## config.mk

```make
export PLATFORM = sky130hd
export DESIGN_NAME = pipe_skid_chain
export DESIGN_NICKNAME = d
export VERILOG_FILES = /design/src/rtl/pipe_skid_chain_pkg.sv /design/src/rtl/pipe_skid_stage.sv /design/src/rtl/pipe_skid_chain.sv
export SDC_FILE = /design/constraint.sdc
export NUM_CORES = 1
export LEC_CHECK = 0
export BUFFER_PORTS_ARGS = -buffer_cell sky130_fd_sc_hd__buf_2
export CORE_MARGIN = 10
export CORE_UTILIZATION = 35
export DETAILED_ROUTE_END_ITERATION = 8
export GPL_ROUTABILITY_DRIVEN = 0
export GPL_TIMING_DRIVEN = 0
export PLACE_DENSITY_LB_ADDON = 0.2
export SLEW_MARGIN = 0
export SYNTH_ARGS = -nofsm -noshare
export SYNTH_HDL_FRONTEND = slang
export SYNTH_SLANG_ARGS = --single-unit
```

## constraint.sdc

```tcl
create_clock -name clk -period 3.1 [get_ports clk]
set_clock_uncertainty 0.1 [all_clocks]
set_input_delay 0.155 -clock clk [delete_from_list [all_inputs] [get_ports clk]]
set_output_delay 0.155 -clock clk [all_outputs]
set_load 0.01 [all_outputs]
```

## src/rtl/pipe_skid_chain_pkg.sv

```systemverilog
// Shared types and helpers for the skid-buffer pipeline chain.
// Used by pipe_skid_stage and pipe_skid_chain.
package pipe_pkg;

  // Occupancy counter width for a chain of n stages, each holding up to 2 beats.
  function automatic int occ_width(input int n);
    return $clog2(2 * n + 1);
  endfunction

  // Per-cycle fire combination, encoded as {in_fire, out_fire}.
  typedef enum logic [1:0] {
    FIRE_NONE = 2'b00,
    FIRE_OUT  = 2'b01,
    FIRE_IN   = 2'b10,
    FIRE_BOTH = 2'b11
  } fire_e;

endpackage

```

## src/rtl/pipe_skid_stage.sv

```systemverilog
// One full-throughput skid stage: main register plus skid register.
// in_ready and out_valid are both taken straight from flops.
module pipe_skid_stage
  import pipe_pkg::*;
#(
  parameter int DATA_WIDTH = 32,
  parameter bit RESET_DATA = 1'b0
) (
  input  logic                  clk,
  input  logic                  rst,
  input  logic                  flush,
  input  logic                  in_valid,
  output logic                  in_ready,
  input  logic [DATA_WIDTH-1:0] in_data,
  output logic                  out_valid,
  input  logic                  out_ready,
  output logic [DATA_WIDTH-1:0] out_data
);

  logic                  r_main_v;
  logic                  r_skid_v;
  logic [DATA_WIDTH-1:0] r_main_d;
  logic [DATA_WIDTH-1:0] r_skid_d;

  logic                  w_in_fire;
  logic                  w_out_fire;
  fire_e                 w_fire;
  logic                  w_main_v_nxt;
  logic                  w_skid_v_nxt;
  logic [DATA_WIDTH-1:0] w_main_d_nxt;
  logic [DATA_WIDTH-1:0] w_skid_d_nxt;

  assign in_ready   = ~r_skid_v;
  assign out_valid  = r_main_v;
  assign out_data   = r_main_d;
  assign w_in_fire  = in_valid & ~r_skid_v;
  assign w_out_fire = r_main_v & out_ready;
  assign w_fire     = fire_e'({w_in_fire, w_out_fire});

  // Next-state of both registers; skid always drains into main first to keep order.
  always_comb begin
    w_main_v_nxt = r_main_v;
    w_skid_v_nxt = r_skid_v;
    w_main_d_nxt = r_main_d;
    w_skid_d_nxt = r_skid_d;
    case (w_fire)
      FIRE_BOTH: begin
        w_main_v_nxt = 1'b1;
        if (r_skid_v) begin
          w_main_d_nxt = r_skid_d;
          w_skid_d_nxt = in_data;
        end else begin
          w_main_d_nxt = in_data;
        end
      end
      FIRE_IN: begin
        if (!r_main_v) begin
          w_main_v_nxt = 1'b1;
          if (r_skid_v) begin
            w_main_d_nxt = r_skid_d;
            w_skid_d_nxt = in_data;
          end else begin
            w_main_d_nxt = in_data;
          end
        end else begin
          w_skid_v_nxt = 1'b1;
          w_skid_d_nxt = in_data;
        end
      end
      FIRE_OUT: begin
        w_skid_v_nxt = 1'b0;
        if (r_skid_v) begin
          w_main_d_nxt = r_skid_d;
        end else begin
          w_main_v_nxt = 1'b0;
        end
      end
      default: ;
    endcase
    if (flush) begin
      w_main_v_nxt = 1'b0;
      w_skid_v_nxt = 1'b0;
    end
  end

  // Valid bits: async reset, synchronous flush folded into next-state.
  always_ff @(posedge clk or posedge rst) begin
    if (rst) begin
      r_main_v <= 1'b0;
      r_skid_v <= 1'b0;
    end else begin
      r_main_v <= w_main_v_nxt;
      r_skid_v <= w_skid_v_nxt;
    end
  end

  generate
    if (RESET_DATA) begin : g_data_rst
      // Payload registers cleared on reset.
      always_ff @(posedge clk or posedge rst) begin
        if (rst) begin
          r_main_d <= '0;
          r_skid_d <= '0;
        end else begin
          r_main_d <= w_main_d_nxt;
          r_skid_d <= w_skid_d_nxt;
        end
      end
    end else begin : g_data_norst
      // Payload registers left unreset; valid bits alone qualify them.
      always_ff @(posedge clk) begin
        r_main_d <= w_main_d_nxt;
        r_skid_d <= w_skid_d_nxt;
      end
    end
  endgenerate

endmodule

```

## src/rtl/pipe_skid_chain.sv

```systemverilog
// Cascade of NUM_STAGES skid stages with synchronous flush.
// Optional occupancy counter and its consistency assertion: define PIPE_OCC_EN.
module pipe_skid_chain
  import pipe_pkg::*;
#(
  parameter int DATA_WIDTH = 32,
  parameter int NUM_STAGES = 2,
  parameter bit RESET_DATA = 1'b0
) (
  input  logic                  clk,
  input  logic                  rst,
  input  logic                  flush,
  input  logic                  in_valid,
  output logic                  in_ready,
  input  logic [DATA_WIDTH-1:0] in_data,
  output logic                  out_valid,
  input  logic                  out_ready,
  output logic [DATA_WIDTH-1:0] out_data
`ifdef PIPE_OCC_EN
  ,
  output logic [occ_width(NUM_STAGES)-1:0] occupancy
`endif
);

  // Link k is the input side of stage k; link NUM_STAGES is the chain output.
  logic                  w_valid [0:NUM_STAGES];
  logic                  w_ready [0:NUM_STAGES];
  logic [DATA_WIDTH-1:0] w_data  [0:NUM_STAGES];

  assign w_valid[0]          = in_valid;
  assign w_data[0]           = in_data;
  assign in_ready            = w_ready[0];
  assign out_valid           = w_valid[NUM_STAGES];
  assign out_data            = w_data[NUM_STAGES];
  assign w_ready[NUM_STAGES] = out_ready;

  generate
    for (genvar k = 0; k < NUM_STAGES; k++) begin : g_stage
      pipe_skid_stage #(
        .DATA_WIDTH (DATA_WIDTH),
        .RESET_DATA (RESET_DATA)
      ) u_stage (
        .clk       (clk),
        .rst       (rst),
        .flush     (flush),
        .in_valid  (w_valid[k]),
        .in_ready  (w_ready[k]),
        .in_data   (w_data[k]),
        .out_valid (w_valid[k+1]),
        .out_ready (w_ready[k+1]),
        .out_data  (w_data[k+1])
      );
    end
  endgenerate

`ifdef PIPE_OCC_EN
  localparam int OW = occ_width(NUM_STAGES);

  logic [OW-1:0] r_occ;
  logic [OW-1:0] w_vsum;
  fire_e         w_fire;

  assign w_fire    = fire_e'({in_valid & w_ready[0], out_valid & out_ready});
  assign occupancy = r_occ;

  // Beat counter: +1 per accepted beat, -1 per delivered beat, cleared by flush.
  always_ff @(posedge clk or posedge rst) begin
    if (rst) begin
      r_occ <= '0;
    end else if (flush) begin
      r_occ <= '0;
    end else begin
      case (w_fire)
        FIRE_IN:  r_occ <= r_occ + {{(OW-1){1'b0}}, 1'b1};
        FIRE_OUT: r_occ <= r_occ - {{(OW-1){1'b0}}, 1'b1};
        default:  r_occ <= r_occ;
      endcase
    end
  end

  // Sum of every valid bit in the chain; a stage's skid is valid exactly when its in_ready is low.
  always_comb begin
    w_vsum = '0;
    for (int k = 0; k < NUM_STAGES; k++) begin
      w_vsum = w_vsum + {{(OW-1){1'b0}}, w_valid[k+1]} + {{(OW-1){1'b0}}, ~w_ready[k]};
    end
  end

  a_occ_matches_valids: assert property (@(posedge clk) disable iff (rst) r_occ == w_vsum);
`endif

endmodule

```

==> results of run 1 <==
-- per-layer routing --
metal  vias to the layer above  wire (um)
met4                         0        216
met5                         -          0
li1                       1442          -
met3                        17        481
met2                        57       5372
met1                      1448       4676
-- flip-flops by register name (all words and copies together) (netlist names) --
signal and flops:
g_stage.u_stage.r_skid_v 2, g_stage.u_stage.out_data 64, g_stage.u_stage.r_skid_d 64, g_stage.u_stage.out_valid 2
-- cell families after synthesis --
logic type | count (synthesis) | share of synthesized area [%]
AOI/OAI and AO/OA | 13 | 1.979
and+or+nand+nor | 8 | 0.9249
muxes | 128 | 26.72
DFF | 132 | 67.80
buffers and inverters | 19 | 2.581
-- critical path, stage by stage, from the launching register on --
cell and delay [ns]:
dfrtp_1 0.53, o21ai_0 0.21, a21oi_4 0.56, buf_16 0.24
-- final cells by class --
type	count	area, um2
fillers	1426	8886
flip-flops and latches	132	3944
multi-input cells	149	1753
repair buffers	108	783.3
clock buffers	17	425.4
well taps	220	275.3
clock inverters	15	187.7
plain buffers	14	131.4
inverters	5	18.77
diodes	1	2.502
-- power by group through the flow --
stage | registers [mW] | clock network [mW] | logic [mW]
2_1_floorplan | 2.25 | 0 | 0.299
3_3_place_gp | 2.25 | 0 | 0.438
3_5_place_dp | 2.24 | 0 | 0.471
4_1_cts | 2.21 | 2.14 | 0.508
5_1_grt | 2.22 | 2.21 | 0.539
6_report | 2.21 | 2.08 | 0.494
-- Yosys cell counts (all sizes together) --
cell type | count | area share [%]
o21a | 2 | 0.39
a21oi | 6 | 0.71
edfxtp | 128 | 66
nand2b | 1 | 0.24
buf | 14 | 2.3
mux2 | 128 | 27
inv | 5 | 0.32
a211oi | 1 | 0.13
dfrtp | 4 | 1.7
nand2 | 2 | 0.13
o21ai | 2 | 0.17
nor2 | 2 | 0.13
nor3 | 1 | 0.086
nor2b | 2 | 0.34
a31oi | 2 | 0.58
-- worst paths after layout --
kind | to | slack, ns | startpoint
worst min-delay path | g_stage[0].u_stage.r_skid_v | 0.02 | in_valid
worst max register to register | g_stage[0].u_stage.out_data[29] | 1.16 | g_stage[0].u_stage.r_skid_v
worst max-delay path | g_stage[0].u_stage.out_data[29] | 1.16 | g_stage[0].u_stage.r_skid_v
max in group asynchronous | g_stage[1].u_stage.r_skid_v | 2.70 | rst
min in group asynchronous | g_stage[0].u_stage.out_valid | 0.06 | rst
worst min register to register | g_stage[1].u_stage.r_skid_d[5] | 0.46 | g_stage[0].u_stage.out_data[5]
-- what timing repair did --
action / in CTS / in global routing
hold buffers: 35 / 0
endpoints found under the setup margin: 0 / 0
hold endpoints to repair: 72 / 0
-- through the flow --
stage                     setup WS, ns  util [%]  std cells  hold slack (ns)
after floorplan                 0.3334         -        300          -0.1789
final                            1.156     45.84        661          0.02329
after detailed placement         1.106     39.95        593         -0.06047
after CTS                        1.100     45.82        660         0.005408
after global routing             1.036     45.84        661          0.04745
after global placement         -0.8269     39.27        590         -0.06492
==> metrics.yaml, run 1 <==
setup_path:
  startpoint_type: "flip-flop"
  critPathCaptureType: "flip-flop"
  worstSetupPathType: "reg -> reg"
  cp_max_fo: 17
  required_ns: 3.12
  worst_r2r_path_depth: 3
  crit_arrival_ns: 1.96
floorplanning:
  rows: 47
  die_area_mm2: 0.02218
  pin_count: 71
  die_h_um: 148.9
  core_area_mm2: 0.01641
  start_util_pct: 35.45
  die_w_um: 148.9
sta:
  min_period_over_period_pct: 62.71
  tightest_slew_ns: 0.8276
  finalHoldViolations: 0
  slew_headroom_pct: 44.75
  setup_viol: 0
  timing.final.crit_period_ns: 1.944
  tns_ns: 0
  max_freq_mhz: 514.4
  slew_violations: 0
  rsz0062_at_grt: "false"
yosys:
  synth_nets: 337
  avgSynthCellArea_um2: 19.39
  netlist_area_mm2: 0.005817
  ys_warn_count: 0
  synth_seq_cells: 132
  syn_inst: 300
  yosysUniqueCellTypes: 22
  seq_area_frac_synth_pct: 67.80
global_route:
  grt_usage_pct: 10.17
  grt_pass1_vias: 3237
  grt_antenna_before_repair: 1
  busiest_layer: "met2"
  gr-total-overflow: 0
  grt_pass1_wl_um: 17170
  use_met3_pct: 4.066
  use_met1_pct: 11.23
  grt_max_degree: 34
  met2_usage_pct: 16.81
drt:
  ant_nets: 0
  drc: 0
  wirelength_um: 10750
  routed-via-count: 2964
  drt_iter0_markers: 121
  wl_per_cell_um: 16.26
  firstDrtPassIters: 4
  viasPerCell: 4.484
hold_path:
  hold_path_depth: 3
  hp-class: "in -> reg"
status:
  status: "finished, final reports clean"
clock_network:
  clkLatencyLatePin_ns: 0.41
  clockBufferDepth: 2
  cts_setup_buffers: 0
  cts_tree: "done"
  cts.repair.resized: 0
  clock-sinks: 132
  htreeDepth: 4
  cts_root_buffer: "clkbuf_16"
  clk_pin_slew_ns: 0.05
  cts_made_buffers: 17
power:
  p_per_area_mw_per_mm2: 635.9
  total_power_mw: 4.783
  p_int_mw: 3.768
  p_seq_share_pct: 46.1
  leakage_nw: 2.856
  vdd_drop_max_mv: 0.3009
  power_frac_comb_pct: 10.3
  p_sw_mw: 1.015
  clockPowerShare_pct: 43.5
  p_sw_share_pct: 21.23
placement:
  placed_area_mm2: 0.006555
  dp_hpwl_um: 7055
  port_buffers: 70
layout:
  area_growth_pct: 29.30
  nNetsFinal: 464
  final_cell_mix: "edfxtp_1 (128), mux2_2 (92), buf_2 (70)"
  layout_commonest_cell: "edfxtp_1"
  fin_area_mm2: 0.007521
  drive_gt1_share_pct: 56.59
run:
  maxCapViolCount: 0
Note: power is estimated with default switching activity, not from simulation.
==> inputs of run 2 (changes only) <==
--- a/config.mk
+++ b/config.mk
@@ -5,6 +5,7 @@
 export SDC_FILE = /design/constraint.sdc
 export NUM_CORES = 1
 export LEC_CHECK = 0
+export ABC_AREA = 1
 export BUFFER_PORTS_ARGS = -buffer_cell sky130_fd_sc_hd__buf_2
 export CORE_MARGIN = 10
 export CORE_UTILIZATION = 35
==> constraint.sdc (replaced) <==
create_clock -name clk -period 1.98 [get_ports clk]
set_clock_uncertainty 0.1 [all_clocks]
set_input_delay 0.099 -clock clk [delete_from_list [all_inputs] [get_ports clk]]
set_output_delay 0.099 -clock clk [all_outputs]
set_load 0.01 [all_outputs]
==> metrics.yaml, run 2 <==
floorplanning:
  die_w_um: 158.3  # was 148.9 um
  pin_count: 71  # unchanged
  die_h_um: 158.3  # was 148.9 um
  core_area_mm2: 0.01877  # was 0.01641 mm2
  start_util_pct: 35.66  # was 35.45%
  rows: 50  # was 47
  die_area_mm2: 0.02505  # was 0.02218 mm2
yosys:
  netlist_area_mm2: 0.006693  # was 0.005817 mm2
  synth_edf_count: 128  # unchanged
  ys_async_sr_fraction_pct: 3.030  # unchanged
  yosys.area.top_type: "edfxtp_1"  # unchanged
  seq_area_frac_synth_pct: 58.93  # was 67.80%
  ys_warn_count: 0  # unchanged
  yosysMostFrequentCell: "nand2_1"  # was edfxtp_1
  synth_common_cells: "nand2_1 (459), nand3_1 (130), edfxtp_1 (128)"  # was edfxtp_1 (128), mux2_2 (92), mux2_4 (30)
  yosysUniqueCellTypes: 15  # was 22
  yosysTopAreaCellShare_pct: 57.43  # was 66.08%
  synth_nets: 833  # was 337
  syn_inst: 796  # was 300
  ys.flop_type: "edfxtp_1"  # unchanged
  synth_seq_cells: 132  # unchanged
  avgSynthCellArea_um2: 8.408  # was 19.39 um2
  synth_area_leaders: "edfxtp_1 (57%), nand2_1 (26%), nand3_1 (9.7%)"  # was edfxtp_1 (66%), mux2_2 (18%), mux2_4 (7.7%)
clock_network:
  clock-sinks: 132  # unchanged
  clockBufferDepth: 2  # unchanged
  clk_pin_slew_ns: 0.06  # was 0.05 ns
  cts_root_buffer: "clkbuf_16"  # unchanged
  clkLatencyLatePin_ns: 0.41  # about the same
  cts_made_buffers: 17  # unchanged
  cts_tree: "done"  # unchanged
  htreeDepth: 4  # unchanged
layout:
  nNetsFinal: 962  # was 464
  layout_commonest_cell: "nand2_1"  # was edfxtp_1
  area_growth_pct: 24.71  # was 29.30%
  fill_cells: 1861  # was 1426
  drive_gt1_share_pct: 16.10  # was 56.59%
  fin_util_pct: 44.47  # was 45.84%
  final_cell_mix: "nand2_1 (458), nand3_1 (130), edfxtp_1 (128)"  # was edfxtp_1 (128), mux2_2 (92), buf_2 (70)
  diodes: 0  # was 1
global_route:
  gr-total-overflow: 0  # unchanged
  grt_pass1_vias: 5414  # was 3237
  grt_pass1_wl_um: 28250  # was 17170 um
  grt_max_degree: 42  # was 34
  grt_antenna_before_repair: 0  # was 1
  grt_usage_pct: 14.32  # was 10.17%
sta:
  min_period_over_period_pct: 92.67  # was 62.71%
  setup_viol: 0  # unchanged
  slew_headroom_pct: 58.04  # was 44.75%
  rsz0062_at_grt: "true"  # was false
  timing.final.crit_period_ns: 1.835  # was 1.944 ns
  slew_violations: 0  # unchanged
  finalHoldViolations: 0  # unchanged
  tightest_slew_ns: 0.6278  # was 0.8276 ns
  tns_ns: 0  # unchanged
  max_freq_mhz: 545.0  # was 514.4 MHz
drt:
  drt_iter0_markers: 513  # was 121
  wl_per_cell_um: 14.71  # was 16.26 um
  viasPerCell: 4.648  # was 4.484
  wirelength_um: 17250  # was 10750 um
  firstDrtPassIters: 5  # was 4
  drc: 0  # unchanged
  ant_nets: 0  # unchanged
  routed-via-count: 5447  # was 2964
placement:
  port_buffers: 70  # unchanged
  dp_hpwl_um: 11830  # was 7055 um
setup_path:
  critPathMaxStageDelay_ns: 0.58  # was 0.56 ns
  startpoint_type: "flip-flop"  # unchanged
  cp.buffers_inverters: 0  # was 1
  cp_max_fo: 16  # was 17
  required_ns: 1.92  # was 3.12 ns
  worstSetupPathType: "reg -> reg"  # unchanged
  critical_path_cell_count: 2  # was 3
  crit_arrival_ns: 1.78  # was 1.96 ns
  worst_r2r_path_depth: 2  # was 3
  critPathCaptureType: "flip-flop"  # unchanged
  cpMaxStageDelayCell: "a21boi_4"  # was a21oi_4
  crit_chain: "nand2_1 > a21boi_4"  # was o21ai_0 > a21oi_4 > buf_16
  critPathTopFamily: "compound AO/OA/AOI/OAI gates"  # unchanged
power:
  leakage_nw: 3.883  # was 2.856 nW
  p_per_area_mw_per_mm2: 834.4  # was 635.9 mW/mm2
  vdd_drop_max_mv: 0.5067  # was 0.3009 mV
hold_path:
  hp-class: "in -> async"  # was in -> reg
status:
  status: "finished, final reports clean"  # unchanged
run:
  maxCapViolCount: 0  # unchanged
-- run 2: worst register-to-register path: stages, from the launching register on --
cell      delay (ns)
dfrtp_1         0.54
nand2_1         0.24
a21boi_4        0.58
-- run 2: final cells by class --
| type | instances | area, um2 | share of cell area (%) |
|---|---|---|---|
| plain buffers | 52 | 259.0 | 3.103 |
| repair buffers | 107 | 725.7 | 8.694 |
| flip-flops and latches | 132 | 3944 | 47.25 |
| well taps | 234 | 292.8 | 3.508 |
| inverters | 12 | 48.80 | 0.5846 |
| clock buffers | 19 | 432.9 | 5.187 |
| repair inverters | 1 | 7.507 | 0.08994 |
| clock inverters | 13 | 116.4 | 1.394 |
| multi-input cells | 602 | 2520 | 30.19 |
-- run 2: power by group --
group          internal, mW  switching [mW]  total (mW)
registers              3.29          0.0968        3.38
clock network          1.82            1.10        2.92
logic                 0.261           0.395       0.656
total                  5.37            1.59        6.96
-- run 2: repair_timing --
item	in CTS	in global routing
gates cloned	3	0
hold buffers	34	0
hold endpoints to repair	68	0
pin swaps	2	0
resized for setup	6	3
setup endpoints to repair	137	36
buffers inserted	2	1
-- run 2: cell families (layout without fill, tap and decap cells) --
kind of cell	after synthesis	count (layout)	synth area share, %
AOI/OAI and AO/OA	2	4	0.2243
buffers and inverters	64	204	4.431
DFF	132	132	58.93
and+or+nand+nor	598	598	36.42
-- run 2: final timing paths --
path                                                  from                              end  slack (ns)
hold reg to reg            g_stage[0].u_stage.out_data[25]  g_stage[1].u_stage.r_skid_d[25]        0.44
hold / removal                                         rst     g_stage[1].u_stage.out_valid        0.03
min in group clk                                 out_ready     g_stage[1].u_stage.out_valid        0.09
setup reg to reg              g_stage[0].u_stage.out_valid   g_stage[0].u_stage.out_data[2]        0.15
max in group asynchronous                              rst     g_stage[0].u_stage.out_valid        1.58
setup / recovery              g_stage[0].u_stage.out_valid   g_stage[0].u_stage.out_data[2]        0.15
-- run 2: per-layer routing --
| metal | part of all wire, % | wire length [um] | track usage [%] | vias up |
|---|---|---|---|---|
| met5 | 0 | 0 | 0 | - |
| met4 | 1.3 | 231 | 4.543 | 0 |
| met3 | 4.8 | 824 | 3.589 | 12 |
| met2 | 47 | 8150 | 23.22 | 115 |
| met1 | 47 | 8039 | 18.37 | 2445 |
| li1 | - | - | - | 2875 |
-- run 2: stage by stage --
stage          hold slack [ns]  power, mW  instances  instance area [um2]  setup slack, ns
3_5_place_dp          -0.07093      4.025       1100                 7358          -0.4707
5_1_grt                0.05318      7.279       1172                 8347        -0.002300
6_report               0.03203      6.964       1172                 8347           0.1451
2_1_floorplan          -0.2349      3.794        796                 6715        -0.007801
3_3_place_gp          -0.07706      4.015       1100                 7358          -0.4564
4_1_cts                0.03356      7.030       1171                 8317          0.06803
